--- config.mk ---
export PLATFORM = sky130hd
export DESIGN_NAME = uart_rx
export DESIGN_NICKNAME = d
export VERILOG_FILES = /design/src/rtl/uart_pkg.sv /design/src/rtl/uart_bit_timer.sv /design/src/rtl/uart_rx.sv
export SDC_FILE = /design/constraint.sdc
export NUM_CORES = 1
export LEC_CHECK = 0
export CORE_MARGIN = 1
export CORE_UTILIZATION = 40
export CTS_CLUSTER_DIAMETER = 150
export DETAILED_ROUTE_END_ITERATION = 6
export SLEW_MARGIN = 20
export SYNTH_ARGS = -nofsm -noshare
export SYNTH_HDL_FRONTEND = slang
export SYNTH_SLANG_ARGS = --single-unit
--- constraint.sdc ---
create_clock -name CLOCK_50 -period 2.05 [get_ports CLOCK_50]
set_input_delay 0.615 -clock CLOCK_50 [delete_from_list [all_inputs] [get_ports CLOCK_50]]
set_output_delay 0.615 -clock CLOCK_50 [all_outputs]
set_load 0.03 [all_outputs]
--- src/rtl/uart_pkg.sv ---
// rtl/uart_pkg.sv - shared UART state encoding and framing constants
package uart_pkg;

  typedef enum logic [1:0] {
    ST_IDLE  = 2'd0,
    ST_START = 2'd1,
    ST_DATA  = 2'd2,
    ST_STOP  = 2'd3
  } uart_state_e;

  localparam int DEFAULT_CLKS_PER_BIT = 217;
  localparam int DATA_BITS            = 8;

  // Counter must hold CLKS_PER_BIT-1; keep at least 8 bits.
  function automatic int cnt_width(input int clks);
    return ($clog2(clks) < 8) ? 8 : $clog2(clks);
  endfunction

endpackage

--- src/rtl/uart_bit_timer.sv ---
// rtl/uart_bit_timer.sv - bit-period counter with half and terminal count flags
module uart_bit_timer
  import uart_pkg::*;
#(
  parameter int CLKS_PER_BIT = DEFAULT_CLKS_PER_BIT
) (
  input  logic clk,
  input  logic rst_n,
  input  logic clear,
  output logic tc,
  output logic half
);

  localparam int W = cnt_width(CLKS_PER_BIT);
  localparam logic [W-1:0] TC_VAL   = W'(CLKS_PER_BIT - 1);
  localparam logic [W-1:0] HALF_VAL = W'(CLKS_PER_BIT / 2 - 1);

  logic [W-1:0] count;

  // Saturates at terminal count so an uncleared counter can never wrap.
  always_ff @(posedge clk or negedge rst_n) begin
    if (!rst_n) begin
      count <= '0;
    end else if (clear) begin
      count <= '0;
    end else if (count != TC_VAL) begin
      count <= count + W'(1);
    end
  end

  assign tc   = (count == TC_VAL);
  assign half = (count == HALF_VAL);

endmodule

--- src/rtl/uart_rx.sv ---
// rtl/uart_rx.sv - 8N1 UART receiver: synchronizer, framing FSM and shift register
module uart_rx
  import uart_pkg::*;
#(
  parameter int CLKS_PER_BIT = DEFAULT_CLKS_PER_BIT
) (
  input  logic                 CLOCK_50,
  input  logic                 reset_n,
  input  logic                 rx,
  output logic [DATA_BITS-1:0] rx_data,
  output logic                 rx_valid,
  output logic                 rx_frame_err,
  output logic                 rx_busy
);

  localparam int IW = $clog2(DATA_BITS);
  localparam logic [IW-1:0] LAST_IDX = IW'(DATA_BITS - 1);

  logic                 rx_meta;
  logic                 rx_s;
  uart_state_e          state;
  logic [IW-1:0]        bit_idx;
  logic [DATA_BITS-1:0] shift_reg;
  logic                 timer_clear;
  logic                 tc;
  logic                 half;

  // Flops reset high so a released reset never looks like a start edge.
  always_ff @(posedge CLOCK_50 or negedge reset_n) begin
    if (!reset_n) begin
      rx_meta <= 1'b1;
      rx_s    <= 1'b1;
    end else begin
      rx_meta <= rx;
      rx_s    <= rx_meta;
    end
  end

  always_comb begin
    timer_clear = 1'b0;
    case (state)
      ST_IDLE:  timer_clear = 1'b1;
      ST_START: timer_clear = half;
      ST_DATA:  timer_clear = tc;
      ST_STOP:  timer_clear = tc;
      default:  timer_clear = 1'b1;
    endcase
  end

  uart_bit_timer #(
    .CLKS_PER_BIT(CLKS_PER_BIT)
  ) u_bit_timer (
    .clk  (CLOCK_50),
    .rst_n(reset_n),
    .clear(timer_clear),
    .tc   (tc),
    .half (half)
  );

  always_ff @(posedge CLOCK_50 or negedge reset_n) begin
    if (!reset_n) begin
      state        <= ST_IDLE;
      bit_idx      <= '0;
      shift_reg    <= '0;
      rx_data      <= '0;
      rx_valid     <= 1'b0;
      rx_frame_err <= 1'b0;
    end else begin
      rx_valid     <= 1'b0;
      rx_frame_err <= 1'b0;
      case (state)
        ST_IDLE: begin
          bit_idx <= '0;
          if (!rx_s) state <= ST_START;
        end
        ST_START: begin
          // A high line at mid start bit is a glitch, not a frame.
          if (half) begin
            if (!rx_s) begin
              state   <= ST_DATA;
              bit_idx <= '0;
            end else begin
              state <= ST_IDLE;
            end
          end
        end
        ST_DATA: begin
          if (tc) begin
            shift_reg[bit_idx] <= rx_s;
            if (bit_idx == LAST_IDX) state <= ST_STOP;
            else bit_idx <= bit_idx + IW'(1);
          end
        end
        ST_STOP: begin
          if (tc) begin
            state <= ST_IDLE;
            if (rx_s) begin
              rx_data  <= shift_reg;
              rx_valid <= 1'b1;
            end else begin
              rx_frame_err <= 1'b1;
            end
          end
        end
        default: state <= ST_IDLE;
      endcase
    end
  end

  assign rx_busy = (state != ST_IDLE);

endmodule
==> reports/metrics.csv <==
stage,metric,value,unit
die,Core ar.,4030,um^2
sta,Worst Tran Pin Value,0.493,ns
die,Initial Util,42.0,%
die,die area,4500,um^2
cts,Clock Tree Buf Depth,2,
die,Die X,67.1,um
routing,final antenna-violating net count,0,
sta,RSZ-0062 raised after global routing,no,
sta,Final WS setup,0.135,ns
critical_path,Worst path top cell family by delay,flip-flops,
sta,Final Max Slew Viols,0,
sta,"Setup violations, final",0,
global_routing,first-pass GRT wire length,5.91,mm
final_layout,Layout Nets,169,
cts,H-tree levels,2,
pwr,PD cells,582,nW/um^2
cts,TritonCTS buffer count,5,
place,Placed Instance Area,1880,um^2
critical_path,WP data arrival,1.30,ns
cts,CTS tree,yes,
cts,CTS sink count,33,
final_layout,register area,828,um^2
yosys,Yosys reg bits,33,
critical_path,CP max stage cell,dfrtp_1,
global_routing,initial antenna violation count,0,
routing,routed via count,1251,
min_path,hold_sp,rx_meta,
yosys,Post-synth ARST share,100,%
yosys,"EDFF count, synth",0,
sta,"Period Utilization, post-route",93.4,%
critical_path,Critical Path Max Stage Delay,0.37,ns
cts,CTS root buf,clkbuf_8,
yosys,Post-Synthesis Cells,145,
sta,worst relative slew slack,67.2,%
yosys,most area-consuming cells after synthesis,"dfrtp_1 46%, mux2_2 11%, nand4_1 3.7%",
critical_path,crit path capture type,primary output,
sta,hold_ws,0.355,ns
global_routing,GRT Total Usage,17.9,%
routing,DRT Wirelength,3.42,mm
global_routing,grt total ovfl,0,
run_status,outcome,completed,
sta,final clock skew,0.00537,ns
critical_path,Critical Path RT,1.43,ns
yosys,area share of the largest cell type after synthesis,45.8,%
final_layout,multi-input logic area,791,um^2
final_layout,Layout Cells excl Fill,213,
cts,clk_lat worst skew,0.28,ns
critical_path,r2r startpoint,u_bit_timer.count[0],
routing,Iteration-0 DRC Markers,86,
job,Max Cap Viol,0,
yosys,synth unique cells,43,
yosys,post-synth top area cell,dfrtp_1,
critical_path,worst-path fanout max,2,
routing,first-pass detailed-route iteration total,4,
sta,Fmax,0.522,GHz
yosys,Synth Cell Area,1690,um^2
global_routing,vias in the first global route,1258,
yosys,syn avg cell area,11.7,um^2
min_path,type of the worst min-delay path,flop to flop,
yosys,Mapped Nets,152,
die,I/O pin total,14,
global_routing,largest net degree at the start of global routing,34,
pwr,total leakage power,0.834,nW
critical_path,Startpoint Class,flop,
final_layout,layout cells sized above 1,23.9,%
critical_path,worst-path cell chain,or2_2 > dlygate4sd2_1,
place,DP Wirelength,2.36,mm
final_layout,Ant. Diodes,0,
place,port bufs,13,
critical_path,Crit Path Class,flop to primary output,
routing,DR vias/cell,5.87,
yosys,YS warnings,0,
sta,Total Negative Setup Slacks,0,ns
routing,routed len/inst,16.1,um
final_layout,fill count,373,
sta,fin crit period,1.91,ns
yosys,Main synth FF type,dfrtp_1,
place,Place WS,0.203,ns
die,row cnt,23,
pwr,Worst VDD drop,0.284,mV
final_layout,area grow syn2layout,15.5,%
yosys,sequential share of the synthesized area,48.9,%
sta,Final Hold Fails,0,
final_layout,"Design Area, Final",1960,um^2
place,dpl cells,205,
cts,CTS clock-pin slew for the worst setup and hold paths,0.07,ns
place,Placer Congestion,0.775,
cts,# Post-CTS Setup Buffers,0,
die,die height,67.1,um
routing,DRC Markers,0,
critical_path,CP bufs+invs,1,
==> per-layer routing <==
layer	GRT usage (%)	wire (um)
met2	27.5	1710
met4	7.18	49
met1	22.9	1510
met5	0	0
met3	5.99	156
==> cell usage in the layout (no fill, tap or decap), types with 2 or more instances in the layout <==
cell type,synthesis,final
ha_1,4,4
o21ai_0,6,6
a21oi_1,2,2
nand4b_1,2,2
and3b_1,3,3
nand3_1,8,8
inv_1,5,5
nand2_1,4,4
xor2_1,2,2
o211ai_1,2,2
clkdlybuf4s50_1,0,12
clkinv_2,0,2
a22oi_1,5,5
nand4_1,10,10
dfrtp_1,31,31
nor4bb_1,2,2
o311ai_0,5,5
buf_4,1,6
nor2_1,2,2
clkbuf_8,0,5
nor4_1,3,3
mux2_2,16,16
dfstp_2,2,2
or3_1,3,3
==> cells by family (layout without fill, tap and decap cells) <==
kind of cell	Yosys count	in the layout	synth area share, %
buf+inv	14	32	4.43
simple gates	48	48	20.2
xor+xnor	3	3	1.55
fa+ha+maj	4	4	2.95
mux	16	16	10.6
flops	33	33	48.9
compound gates	27	27	11.4
==> final cells by class <==
class	instances	area share (%)
Sequential cell	33	42.3
Multi-Input combinational cell	98	40.4
Timing Repair Buffer	19	8.89
Clock buffer	6	3.71
Tap cell	50	3.20
Inverter	5	0.959
Clock inverter	2	0.512
==> final timing paths <==
kind / depth (start not counted) / slack (ns) / endpoint
max in group asynchronous: 2 / 0.99 / rx_meta
setup / recovery: 2 / 0.14 / rx_busy
min in group asynchronous: 2 / 0.72 / state[0]
hold / removal: 0 / 0.36 / rx_s
hold reg to reg: 0 / 0.36 / rx_s
setup reg to reg: 6 / 0.29 / u_bit_timer.count[0]
==> stage by stage <==
| stage | total power [mW] | utilization [%] |
|---|---|---|
| finish | 1.14 | 48.6 |
| global placement | 0.688 | 46.6 |
| detailed placement | 0.689 | 46.6 |
| CTS | 1.15 | 48.6 |
| global route | 1.19 | 48.6 |
| floorplan | 0.670 | - |
==> Yosys cell counts, drive strengths merged (2+ instances only) <==
master and number:
nand4b 3, nand3 8, nand2 4, xor2 2
o211ai 3, and3b 3, clkbuf 3, dfrtp 31
ha 4, o311ai 5, a21oi 2, a22oi 5
dfstp 2, buf 6, nor3 2, mux2 16
nor4bb 2, nand4 10, nor4 3, nor2 2
inv 5, o21ai 7, or3 3
==> power by group <==
group	leakage, nW	switching (mW)	internal, mW	total (mW)
clock network	0.0450	0.230	0.235	0.464
registers	0.439	0.00339	0.655	0.658
logic	0.350	0.0124	0.00473	0.0171
total	0.834	0.245	0.894	1.14
==> repair_timing <==
item,in CTS,in global routing
endpoints found under the setup margin,1,0
gates resized for setup,1,0
endpoints found under the hold margin,0,0
hold buffers,0,0
Power figures use the tool's default switching activity.
